`src/rtl/seal_log_fifo_pkg.sv`:
```
// rtl/seal_log_fifo_pkg.sv - shared types, field indices and seal byte selection for the seal logger
package seal_log_fifo_pkg;

  typedef enum logic [1:0] {
    ST_IDLE  = 2'd0,
    ST_FEED  = 2'd1,
    ST_LATCH = 2'd2
  } seal_state_e;

  localparam int CI_CRC_RESET  = 0;
  localparam int CI_COMMIT     = 1;
  localparam int CI_SID_LSB    = 2;
  localparam int CI_SID_MSB    = 9;
  localparam int CI_CLR_STATUS = 10;

  localparam logic [15:0] CRC_INIT = 16'hFFFF;

  localparam logic [1:0] RD_VALUE   = 2'd0;
  localparam logic [1:0] RD_SIDMONO = 2'd1;
  localparam logic [1:0] RD_CRC     = 2'd2;

  typedef struct packed {
    logic [31:0] value;
    logic [7:0]  sid;
    logic [31:0] mono;
    logic [15:0] crc;
  } seal_rec_t;

  localparam int REC_W = $bits(seal_rec_t);

  // Byte stream is LSB-first {prev_crc, sensor, value, mono}; without chaining the prev_crc bytes are skipped.
  function automatic logic [7:0] seal_byte(input logic [3:0] idx, input logic chain,
                                           input logic [15:0] prev, input logic [7:0] sensor,
                                           input logic [31:0] value, input logic [31:0] mono);
    logic [87:0] flat;
    logic [3:0]  pos;
    flat = {mono, value, sensor, prev};
    pos  = chain ? idx : idx + 4'd2;
    flat = flat >> {pos, 3'b000};
    return flat[7:0];
  endfunction

endpackage

```
`src/rtl/seal_log_fifo_if.sv`:
```
// rtl/seal_log_fifo_if.sv - peripheral bus and CRC engine signals of the seal logger
interface seal_log_fifo_if;
  logic [7:0]  crc_byte;
  logic        crc_feed;
  logic        crc_busy;
  logic [15:0] crc_value;
  logic        crc_init;
  logic        data_wr;
  logic [31:0] data_in;
  logic        data_rd;
  logic [31:0] data_out;
  logic        ctrl_wr;
  logic [10:0] ctrl_in;
  logic [31:0] ctrl_out;
  logic [7:0]  session_ctr_in;

  modport slave (
    output crc_byte, crc_feed, crc_init, data_out, ctrl_out,
    input  crc_busy, crc_value, data_wr, data_in, data_rd, ctrl_wr, ctrl_in, session_ctr_in
  );

  modport master (
    input  crc_byte, crc_feed, crc_init, data_out, ctrl_out,
    output crc_busy, crc_value, data_wr, data_in, data_rd, ctrl_wr, ctrl_in, session_ctr_in
  );
endinterface

```
`src/rtl/seal_log_fifo_rec_fifo.sv`:
```
// rtl/seal_log_fifo_rec_fifo.sv - sealed record storage with occupancy count
module seal_rec_fifo
  import seal_log_fifo_pkg::*;
#(
  parameter int DEPTH = 4
) (
  input  logic      clk,
  input  logic      rst_n,
  input  logic      i_push,
  input  logic      i_pop,
  input  seal_rec_t i_rec,
  output seal_rec_t o_head,
  output logic [$clog2(DEPTH):0] o_count,
  output logic      o_full,
  output logic      o_empty
);
  localparam int PW = $clog2(DEPTH);
  localparam int CW = PW + 1;

  logic [REC_W-1:0] r_mem [DEPTH];
  logic [PW-1:0]    r_rd_ptr;
  logic [PW-1:0]    r_wr_ptr;
  logic [CW-1:0]    r_count;

  // Pop+push while full writes the slot being vacated, which covers both eviction and read-then-push.
  always_ff @(posedge clk or negedge rst_n) begin
    if (!rst_n) begin
      r_rd_ptr <= '0;
      r_wr_ptr <= '0;
      r_count  <= '0;
    end else begin
      if (i_push) r_wr_ptr <= r_wr_ptr + PW'(1);
      if (i_pop)  r_rd_ptr <= r_rd_ptr + PW'(1);
      r_count <= r_count + CW'(i_push) - CW'(i_pop);
    end
  end

  always_ff @(posedge clk) begin
    if (i_push) r_mem[r_wr_ptr] <= i_rec;
  end

  assign o_head  = r_mem[r_rd_ptr];
  assign o_count = r_count;
  assign o_full  = (r_count == CW'(DEPTH));
  assign o_empty = (r_count == '0);
endmodule

```
`src/rtl/seal_log_fifo.sv`:
```
// rtl/seal_log_fifo.sv - CRC16-sealed commit logger with record FIFO and 3-word readback
module seal_log_fifo
  import seal_log_fifo_pkg::*;
#(
  parameter int DEPTH     = 4,
  parameter bit OVERWRITE = 1'b0,
  parameter bit CHAIN     = 1'b1
) (
  input  logic clk,
  input  logic rst_n,
  seal_log_fifo_if.slave bus
);
  localparam logic [3:0] LAST_IDX = CHAIN ? 4'd10 : 4'd8;

  seal_state_e r_state, w_next;
  logic [31:0] r_value, r_cur_mono, r_mono;
  logic [7:0]  r_sensor, r_session, r_drop;
  logic [15:0] r_prev_crc;
  logic [3:0]  r_byte_idx;
  logic        r_byte_sent, r_gap, r_sid_locked, r_ovf;
  logic [1:0]  r_rd_seq;

  logic        w_busy, w_commit, w_clr, w_feed, w_init, w_byte_done;
  logic        w_latch, w_rd, w_rd_pop, w_space, w_push, w_evict, w_drop;
  logic        w_full, w_empty;
  logic [$clog2(DEPTH):0] w_count;
  logic [7:0]  w_sid;
  seal_rec_t   w_rec, w_head;

  assign w_busy   = (r_state != ST_IDLE);
  assign w_commit = bus.ctrl_wr & bus.ctrl_in[CI_COMMIT] & (r_state == ST_IDLE);
  assign w_clr    = bus.ctrl_wr & bus.ctrl_in[CI_CLR_STATUS];

  always_comb begin
    w_next      = r_state;
    w_feed      = 1'b0;
    w_init      = 1'b0;
    w_byte_done = 1'b0;
    case (r_state)
      ST_IDLE: begin
        if (bus.ctrl_wr && (bus.ctrl_in[CI_COMMIT] || bus.ctrl_in[CI_CRC_RESET])) w_init = 1'b1;
        if (w_commit) w_next = ST_FEED;
      end
      ST_FEED: begin
        // The cycle after a feed is skipped because the engine only raises busy one cycle late.
        w_feed = !r_byte_sent && !bus.crc_busy;
        if (r_byte_sent && !r_gap && !bus.crc_busy) begin
          w_byte_done = 1'b1;
          if (r_byte_idx == LAST_IDX) w_next = ST_LATCH;
        end
      end
      ST_LATCH: w_next = ST_IDLE;
      default:  w_next = ST_IDLE;
    endcase
  end

  assign bus.crc_feed = w_feed;
  assign bus.crc_init = w_init;
  assign bus.crc_byte = w_feed ? seal_byte(r_byte_idx, CHAIN, r_prev_crc, r_sensor, r_value, r_cur_mono)
                               : 8'h00;

  assign w_latch  = (r_state == ST_LATCH);
  assign w_rd     = bus.data_rd & !w_empty;
  assign w_rd_pop = w_rd & (r_rd_seq == RD_CRC);
  assign w_space  = !w_full | w_rd_pop;
  assign w_push   = w_latch & (w_space | OVERWRITE);
  assign w_evict  = w_latch & !w_space & OVERWRITE;
  assign w_drop   = w_latch & !w_space;
  assign w_sid    = r_sid_locked ? r_session : bus.session_ctr_in;
  assign w_rec    = '{value: r_value, sid: w_sid, mono: r_cur_mono, crc: bus.crc_value};

  seal_rec_fifo #(.DEPTH(DEPTH)) u_fifo (
    .clk     (clk),
    .rst_n   (rst_n),
    .i_push  (w_push),
    .i_pop   (w_rd_pop | w_evict),
    .i_rec   (w_rec),
    .o_head  (w_head),
    .o_count (w_count),
    .o_full  (w_full),
    .o_empty (w_empty)
  );

  always_ff @(posedge clk or negedge rst_n) begin
    if (!rst_n) begin
      r_state      <= ST_IDLE;
      r_value      <= '0;
      r_cur_mono   <= '0;
      r_mono       <= '0;
      r_sensor     <= '0;
      r_session    <= '0;
      r_drop       <= '0;
      r_prev_crc   <= '0;
      r_byte_idx   <= '0;
      r_byte_sent  <= 1'b0;
      r_gap        <= 1'b0;
      r_sid_locked <= 1'b0;
      r_ovf        <= 1'b0;
      r_rd_seq     <= RD_VALUE;
    end else begin
      r_state <= w_next;
      if (r_state == ST_IDLE) begin
        if (bus.data_wr) r_value <= bus.data_in;
        if (w_commit) begin
          r_sensor    <= bus.ctrl_in[CI_SID_MSB:CI_SID_LSB];
          r_cur_mono  <= r_mono;
          r_byte_idx  <= '0;
          r_byte_sent <= 1'b0;
          r_gap       <= 1'b0;
        end
      end
      if (r_state == ST_FEED) begin
        if (w_feed) begin
          r_byte_sent <= 1'b1;
          r_gap       <= 1'b1;
        end else if (r_gap) begin
          r_gap <= 1'b0;
        end
        if (w_byte_done) begin
          r_byte_sent <= 1'b0;
          r_byte_idx  <= r_byte_idx + 4'd1;
        end
      end
      if (w_latch) begin
        r_mono       <= r_mono + 32'd1;
        r_sid_locked <= 1'b1;
        r_session    <= w_sid;
        if (w_push) r_prev_crc <= bus.crc_value;
        if (w_drop) begin
          r_ovf <= 1'b1;
          if (r_drop != 8'hFF) r_drop <= r_drop + 8'd1;
        end
      end
      if (w_evict) r_rd_seq <= RD_VALUE;
      else if (w_rd) r_rd_seq <= (r_rd_seq == RD_CRC) ? RD_VALUE : r_rd_seq + 2'd1;
      if (w_clr) begin
        r_ovf  <= 1'b0;
        r_drop <= '0;
      end
    end
  end

  always_comb begin
    bus.data_out = 32'h0;
    if (!w_empty) begin
      case (r_rd_seq)
        RD_VALUE:   bus.data_out = w_head.value;
        RD_SIDMONO: bus.data_out = {w_head.sid, w_head.mono[23:0]};
        default:    bus.data_out = {w_head.mono[31:24], w_head.crc, 8'h00};
      endcase
    end
  end

  assign bus.ctrl_out = {8'h00, 8'(w_count), r_drop, 3'b000, r_ovf, w_full, w_empty, !w_busy, w_busy};
endmodule

```
`src/flat_wrapper.sv`:
```
// flat-port wrapper written by rule: the top's interface ports become plain ports
module seal_log_fifo_flat import seal_log_fifo_pkg::*;
#(
  parameter int DEPTH     = 4,
  parameter bit OVERWRITE = 1'b0,
  parameter bit CHAIN     = 1'b1
)
  (clk, rst_n, bus_crc_byte, bus_crc_feed, bus_crc_init, bus_data_out, bus_ctrl_out, bus_crc_busy, bus_crc_value, bus_data_wr, bus_data_in, bus_data_rd, bus_ctrl_wr, bus_ctrl_in, bus_session_ctr_in);
  seal_log_fifo_if bus_i ();
  input  logic clk;
  input  logic rst_n;
  output wire logic [$bits(bus_i.crc_byte)-1:0] bus_crc_byte;
  output wire logic [$bits(bus_i.crc_feed)-1:0] bus_crc_feed;
  output wire logic [$bits(bus_i.crc_init)-1:0] bus_crc_init;
  output wire logic [$bits(bus_i.data_out)-1:0] bus_data_out;
  output wire logic [$bits(bus_i.ctrl_out)-1:0] bus_ctrl_out;
  input wire logic [$bits(bus_i.crc_busy)-1:0] bus_crc_busy;
  input wire logic [$bits(bus_i.crc_value)-1:0] bus_crc_value;
  input wire logic [$bits(bus_i.data_wr)-1:0] bus_data_wr;
  input wire logic [$bits(bus_i.data_in)-1:0] bus_data_in;
  input wire logic [$bits(bus_i.data_rd)-1:0] bus_data_rd;
  input wire logic [$bits(bus_i.ctrl_wr)-1:0] bus_ctrl_wr;
  input wire logic [$bits(bus_i.ctrl_in)-1:0] bus_ctrl_in;
  input wire logic [$bits(bus_i.session_ctr_in)-1:0] bus_session_ctr_in;
  assign bus_crc_byte = bus_i.crc_byte;
  assign bus_crc_feed = bus_i.crc_feed;
  assign bus_crc_init = bus_i.crc_init;
  assign bus_data_out = bus_i.data_out;
  assign bus_ctrl_out = bus_i.ctrl_out;
  assign bus_i.crc_busy = bus_crc_busy;
  assign bus_i.crc_value = bus_crc_value;
  assign bus_i.data_wr = bus_data_wr;
  assign bus_i.data_in = bus_data_in;
  assign bus_i.data_rd = bus_data_rd;
  assign bus_i.ctrl_wr = bus_ctrl_wr;
  assign bus_i.ctrl_in = bus_ctrl_in;
  assign bus_i.session_ctr_in = bus_session_ctr_in;
  seal_log_fifo #(.DEPTH(DEPTH), .OVERWRITE(OVERWRITE), .CHAIN(CHAIN)) u_core (.clk(clk), .rst_n(rst_n), .bus(bus_i));
endmodule
```
`config.mk`:
```
export PLATFORM = sky130hd
export DESIGN_NAME = seal_log_fifo_flat
export DESIGN_NICKNAME = d
export VERILOG_FILES = /design/src/rtl/seal_log_fifo_pkg.sv /design/src/rtl/seal_log_fifo_if.sv /design/src/rtl/seal_log_fifo_rec_fifo.sv /design/src/rtl/seal_log_fifo.sv /design/src/flat_wrapper.sv
export SDC_FILE = /design/constraint.sdc
export NUM_CORES = 1
export LEC_CHECK = 0
export ABC_AREA = 0
export BUFFER_PORTS_ARGS = -buffer_cell sky130_fd_sc_hd__buf_2
export CORE_UTILIZATION = 45
export CTS_BUF_LIST = sky130_fd_sc_hd__clkbuf_4
export CTS_CLUSTER_SIZE = 20
export DETAILED_ROUTE_END_ITERATION = 8
export GPL_ROUTABILITY_DRIVEN = 0
export PLACE_DENSITY_LB_ADDON = 0.08
export SLEW_MARGIN = 10
export SYNTH_ARGS = -nofsm -noshare
export SYNTH_HDL_FRONTEND = slang
export SYNTH_SLANG_ARGS = --single-unit
```
`constraint.sdc`:
```
create_clock -name clk -period 4.75 [get_ports clk]
set_clock_uncertainty 0.1 [all_clocks]
set_input_delay 0.2375 -clock clk [delete_from_list [all_inputs] [get_ports clk]]
set_output_delay 0.2375 -clock clk [all_outputs]
set_load 0.005 [all_outputs]
```
# [After elaboration in Yosys (flattened, before gate mapping)]
# Memories as Yosys holds them, arrays and structs flattened.
# Index checks and enable logic that the tools add are counted.
[classes] add_sub_neg=8 eq_ne=10 shifts=1 n_mux=37 bitwise=8 n_reduce_logical=25
[op_table] op="88-bit by 7-bit right shift with 8-bit output" n=1
[op_table] op="32-bit case mux with 2 select lines" n=1
[op_table] op="8-bit 2-to-1 mux" n=6
[op_table] op="32-bit by 1-bit adder with 32-bit output, second input constant" n=1
[op_table] op="32-bit 2-to-1 mux" n=1
[op_table] op="1-bit 2-to-1 mux" n=20
[op_table] op="4-bit 2-to-1 mux" n=4
[op_table] op="8-bit by 1-bit adder with 8-bit output, second input constant" n=1
[op_table] op="2-bit 2-to-1 mux" n=4
[op_table] op="8-bit inequality test, second input constant" n=1
[op_table] op="2-bit AND reduction" n=4
[op_table] op="2-bit nonzero test" n=4
[op_table] op="1-bit AND" n=7
[op_table] op="1-bit zero test" n=7
[op_table] op="2-bit by 1-bit adder with 2-bit output, second input constant" n=3
[op_table] op="2-bit by 1-bit inequality test with 1-bit output, second input constant" n=3
[op_table] op="3-bit AND reduction" n=2
[op_table] op="4-bit by 1-bit adder with 4-bit output, second input constant" n=1
[op_table] op="2-bit by 1-bit equality test with 1-bit output, second input constant" n=2
[op_table] op="2-bit equality test, second input constant" n=2
[op_table] op="4-bit equality test, second input constant" n=1
[op_table] op="1-bit logical AND" n=4
[op_table] op="2-bit zero test" n=2
[op_table] op="2-bit case mux with 2 select lines" n=1
[op_table] op="other kinds (6)" n=6
[totals] reg_bits=155 ram_bits=352 in_bits=73 output_inout_bits=74 elab_cells=107 memories=1
[memory_table] memory="u_core.u_fifo.r_mem" depth=4 width=88 rd=1 rd_clocked_by_memory_dff=0 wr=1 line="seal_log_fifo_rec_fifo.sv:20" source="logic [REC_W-1:0] r_mem [DEPTH];"

# [Logic depth before layout (Yosys ltp)]
[depth] depth_word=10 depth_mapped=9 depth_no_buf=8

# [By module]
# A second synthesis with hierarchy kept.
[unflattened] cells_unflattened=1257 hier_area_um2=20931.3
[modules_own_cells] mod="seal_rec_fifo" instances=1 cells_each=494 area_each_um2=13183.9 seq_area_each_um2=10745.3
[modules_own_cells] mod="seal_log_fifo" instances=1 cells_each=763 area_each_um2=7747.4 seq_area_each_um2=3703.6

# [Worst setup path before layout]
# Ideal clock, no wire load.
[synth_path] kind="reg2reg" startpoint="register u_core.r_rd_seq[0]" endpoint="memory u_core.u_fifo.r_mem[0][0] (netlist bit), enable pin" setup_ns=0.457 t_arrival_ns=3.306 required_time_ns=4.193 slack_ns=0.887 path_stages_with_launch=6 n_path_buf=2 period_less_slack_ns=3.863 path_cell_list="dfrtp_1 buf_2 nand3b_1 a21oi_2 buf_2 and2_1"
[synth_between] elab_chain_cells=6
[synth_lines] element="start: declaration" line="seal_log_fifo.sv:21" source="logic [1:0] r_rd_seq;"
[synth_lines] element="start signal: assignment" line="seal_log_fifo.sv:135" source="else if (w_rd) r_rd_seq <= (r_rd_seq == RD_CRC) ? RD_VALUE : r_rd_seq + 2'd1;"
[synth_lines] element="2-bit equality test" line="seal_log_fifo.sv:64" source="assign w_rd_pop = w_rd & (r_rd_seq == RD_CRC);"
[synth_lines] element="1-bit AND" line="seal_log_fifo.sv:64"
[synth_lines] element="1-bit OR" line="seal_log_fifo.sv:65" source="assign w_space = !w_full | w_rd_pop;"
[synth_lines] element="1-bit AND" line="seal_log_fifo.sv:66" source="assign w_push = w_latch & (w_space | OVERWRITE);"
[synth_lines] element="named net u_core.u_fifo.i_push" line="seal_log_fifo_rec_fifo.sv:9" source="input logic i_push,"
[synth_lines] element="1-bit 2-to-1 mux" line="seal_log_fifo_rec_fifo.sv:39" source="if (i_push) r_mem[r_wr_ptr] <= i_rec;"
[synth_lines] element="1-bit 2-to-1 mux (not written as such)" line="seal_log_fifo_rec_fifo.sv:39"
[synth_lines] element="end: declaration" line="seal_log_fifo_rec_fifo.sv:20"
# The timed path passes the listed nets, and every way through them passes these cells.

# [Worst setup path after layout]
[layout_path] startpoint="register u_core.u_fifo.r_rd_ptr[0]" endpoint="output port bus_data_out[24]"
[layout_between] elab_chain_cells=3
[layout_lines] element="start: declaration" line="seal_log_fifo_rec_fifo.sv:21" source="logic [PW-1:0] r_rd_ptr;"
[layout_lines] element="start signal: assignment" line="seal_log_fifo_rec_fifo.sv:33" source="if (i_pop) r_rd_ptr <= r_rd_ptr + PW'(1);"
[layout_lines] element="memory read 4 x 88 bit"
[layout_lines] element="32-bit case mux with 2 select lines" line="seal_log_fifo.sv:146" source="case (r_rd_seq)"
[layout_lines] element="32-bit 2-to-1 mux" line="seal_log_fifo.sv:145" source="if (!w_empty) begin"
[layout_lines] element="end: declaration" line="flat_wrapper.sv:15" source="output wire logic [$bits(bus_i.data_out)-1:0] bus_data_out;"
# Every way passes these cells.

==> results.sh <==
export IMPL_slew_headroom_pct=22.7
export IMPL_clock_sinks=507
export IMPL_synthFlopType="edfxtp_1"
export IMPL_drive_above_1_share_pct=34.6
export IMPL_syn_area_per_cell_sq_um=16.9
export IMPL_grt_pass1_wl_microns=77500
export IMPL_grt_max_degree=78
export IMPL_setup_viol=0
export IMPL_vias_per_cell=5.22
export IMPL_wl_per_cell_microns=22.3
export IMPL_synth_cell_types=49
export IMPL_die_w_microns=217
export IMPL_finalHoldViolations=0
export IMPL_status="finished clean"
export IMPL_finalPower_mw=13.3
export IMPL_leakage_nw=9.70
export IMPL_clock_path_buffers=3
export IMPL_rsz0062_at_grt="no"
export IMPL_switching_share_pct=30.3
export IMPL_crit_type="flip-flop to output pin"
export IMPL_grt_pass1_vias=12600
export IMPL_ys_seq_area_share_pct=69.4
export IMPL_cap_viol_max_count=0
export IMPL_synth_top_cell_by_area="edfxtp_1"
export IMPL_path_buf_inv=2
export IMPL_place_ws_ns=1.41
export IMPL_cp_slowest_stage_delay_ns=0.76
export IMPL_drv_slew=0
export IMPL_synthArstFlopShare_pct=30.6
export IMPL_ir_drop_uv=315
export IMPL_max_freq_ghz=0.257
export IMPL_antenna_found_initial=3
export IMPL_vias=12100
export IMPL_ios=147
export IMPL_clock_power_share_pct=31.6
export IMPL_internal_power_mw=9.29
export IMPL_dieArea_sq_um=47100
export IMPL_finish_utilization_pct=56.0
export IMPL_clk_latency_ns=0.96
export IMPL_port_buffers=130
export IMPL_p_sw_mw=4.04
export IMPL_ant_nets=0
export IMPL_rows=78
export IMPL_clkTransAtPathRegs_ns=0.06
export IMPL_drt_initial_drc_count=725
export IMPL_cp_arrival_ns=3.55
export IMPL_start_kind="flip-flop"
export IMPL_power_frac_comb_pct=24.6
export IMPL_sequentialPowerShare_pct=43.8
export IMPL_crit_fanout=24
export IMPL_cts_root_buf="clkbuf_4"
export IMPL_num_fill_cells=3777
export IMPL_whs_ns=0.109
export IMPL_yosys_top_cells_area="edfxtp_1 (51%), dfrtp_1 (19%), mux4_2 (11%)"
export IMPL_coreArea_sq_um=45500
export IMPL_min_period_over_period_pct=81.9
export IMPL_dpl_cell_area_sq_um=22100
export IMPL_cp_required_ns=4.41
export IMPL_ys_ff_latch=507
export IMPL_synth_top_area_share_pct=50.8
export IMPL_tritoncts="done"
export IMPL_place_inst=1917
export IMPL_design_area_sq_um=25500
export IMPL_htree_num_levels=4
export IMPL_synth_area_sq_um=20800
export IMPL_chipHeight_microns=217
export IMPL_min_period_ns=3.89
export IMPL_crit_path_end_kind="output pin"
export IMPL_final_nets=1682
export IMPL_grt_use_total_pct=22.8
export IMPL_synth_edf_count=352
export IMPL_crit_chain="buf_4 -> mux4_2 -> mux2_2 -> mux2i_1 -> nor2_1 -> buf_2"
export IMPL_start_util_pct=45.7
export IMPL_wl_microns=51600
export IMPL_power_density_nw_per_um2=523
export IMPL_overflow=0
export IMPL_post_cts_repair_setup_buffers=0
export IMPL_setup_tns_ns=0
export IMPL_cts_buffers_inserted=140
export IMPL_synth_warnings=0
export IMPL_final_cells=2315
export IMPL_worst_pin_slew_ns=1.16
export IMPL_hp_class="primary input to flip-flop"
export IMPL_drtPass1Iterations=6
export IMPL_setup_ws_ns=0.858
export IMPL_area_growth_pct=22.4
export IMPL_dpl_hpwl_microns=31700
export IMPL_synthCells=1228
export IMPL_cpLargestDelayFamily="multiplexers"
export IMPL_critPathSlowestCell="dfrtp_4"
export IMPL_drc=0
worst paths after layout:
path	from	end	slack, ns	cells after the start
max	u_core.u_fifo.r_rd_ptr[0]	bus_data_out[24]	0.86	6
min in group asynchronous	rst_n	u_core.r_sensor[4]	0.35	4
max in group asynchronous	rst_n	u_core.r_session[4]	3.65	4
max reg2reg	u_core.r_rd_seq[1]	u_core.u_fifo.r_mem[2][28]	1.40	4
min reg2reg	u_core.r_session[7]	u_core.r_session[7]	0.37	2
min	bus_crc_value[15]	u_core.u_fifo.r_mem[0][15]	0.11	2
cell type report:
class	instances	area, sq um	area share [%]
repair buffers	294	2340	9.19
well taps	600	751	2.95
inverters	15	56.3	0.221
diodes	3	7.51	0.0295
clock buffers	223	1670	6.57
clock inverters	33	264	1.04
flip-flops and latches	507	14500	56.8
multi-input cells	640	5910	23.2
sequential cells by signal (all words and copies together), names as in the netlist, 8 cells and up:
register,count
u_core.r_sensor,8
u_core.r_value,32
u_core.r_session,8
u_core.r_cur_mono,32
u_core.u_fifo.r_mem,352
u_core.r_prev_crc,16
u_core.r_drop,8
u_core.r_mono,32
cells in the mapped netlist (all sizes together), types with 2 or more instances:
cell type  instances
edfxtp           352
nand2            165
dfrtp            155
mux4             104
mux2              80
buf               55
nor2              43
mux2i             41
clkbuf            26
xor2              20
nand3             19
xnor2             18
a21oi             15
inv               15
nor3              15
o21ai             13
ha                10
a22oi              8
and2               8
o2bb2ai            8
nand4              7
and3               5
and4               5
nor2b              5
nor4               5
nand2b             4
nor3b              4
o31ai              4
or3                4
or4                3
a21o               2
cells in the final DEF (no fill, tap or decap), types with 6 or more instances in the layout:
master / synthesis / layout
inv_2: 0 / 6
nor3_1: 14 / 14
ha_1: 10 / 10
o21ai_0: 13 / 13
buf_4: 26 / 18
nor2_1: 43 / 43
a21oi_1: 14 / 14
xor2_1: 20 / 20
dfrtp_1: 155 / 151
clkbuf_4: 0 / 223
xnor2_1: 18 / 18
buf_12: 0 / 7
nand4_1: 6 / 6
dlygate4sd3_1: 0 / 138
nand2_1: 165 / 165
clkinv_1: 0 / 19
mux4_2: 104 / 104
mux2i_1: 41 / 41
edfxtp_1: 352 / 352
nand3_1: 19 / 18
o2bb2ai_1: 8 / 8
inv_1: 15 / 15
conb_1: 1 / 16
a22oi_1: 8 / 8
mux2_2: 79 / 79
buf_2: 17 / 129
metal layers:
| metal | GRT usage (%) | wire, microns |
|---|---|---|
| met5 | 0 | 0 |
| met3 | 5.77 | 2830 |
| met4 | 9.27 | 1230 |
| met2 | 34.7 | 24500 |
| met1 | 31.4 | 23100 |
kinds of logic after synthesis:
| kind of cell | share of synthesized area, % |
|---|---|
| adders and majority gates | 0.698 |
| muxes | 17.6 |
| other | 0.0180 |
| xor gates and xnor gates | 1.60 |
| DFF | 69.4 |
| buffers and inverters | 2.52 |
| and+or+nand+nor | 6.44 |
| AOI/OAI and AO/OA | 1.72 |
repair_timing:
item                                   4_1_cts  5_1_grt
resized for setup                            0        0
hold buffers                               139        0
endpoints found under the hold margin      365        0
power by group through the flow:
stage,clock (mW),combinational (mW),sequential [mW]
3_3_place_gp,0,3.19,5.94
3_5_place_dp,0,3.22,5.94
5_1_grt,4.59,3.53,5.89
2_1_floorplan,0,2.46,5.42
6_report,4.22,3.27,5.84
4_1_cts,4.34,3.33,5.85
Note: power is estimated with default switching activity, not from simulation.
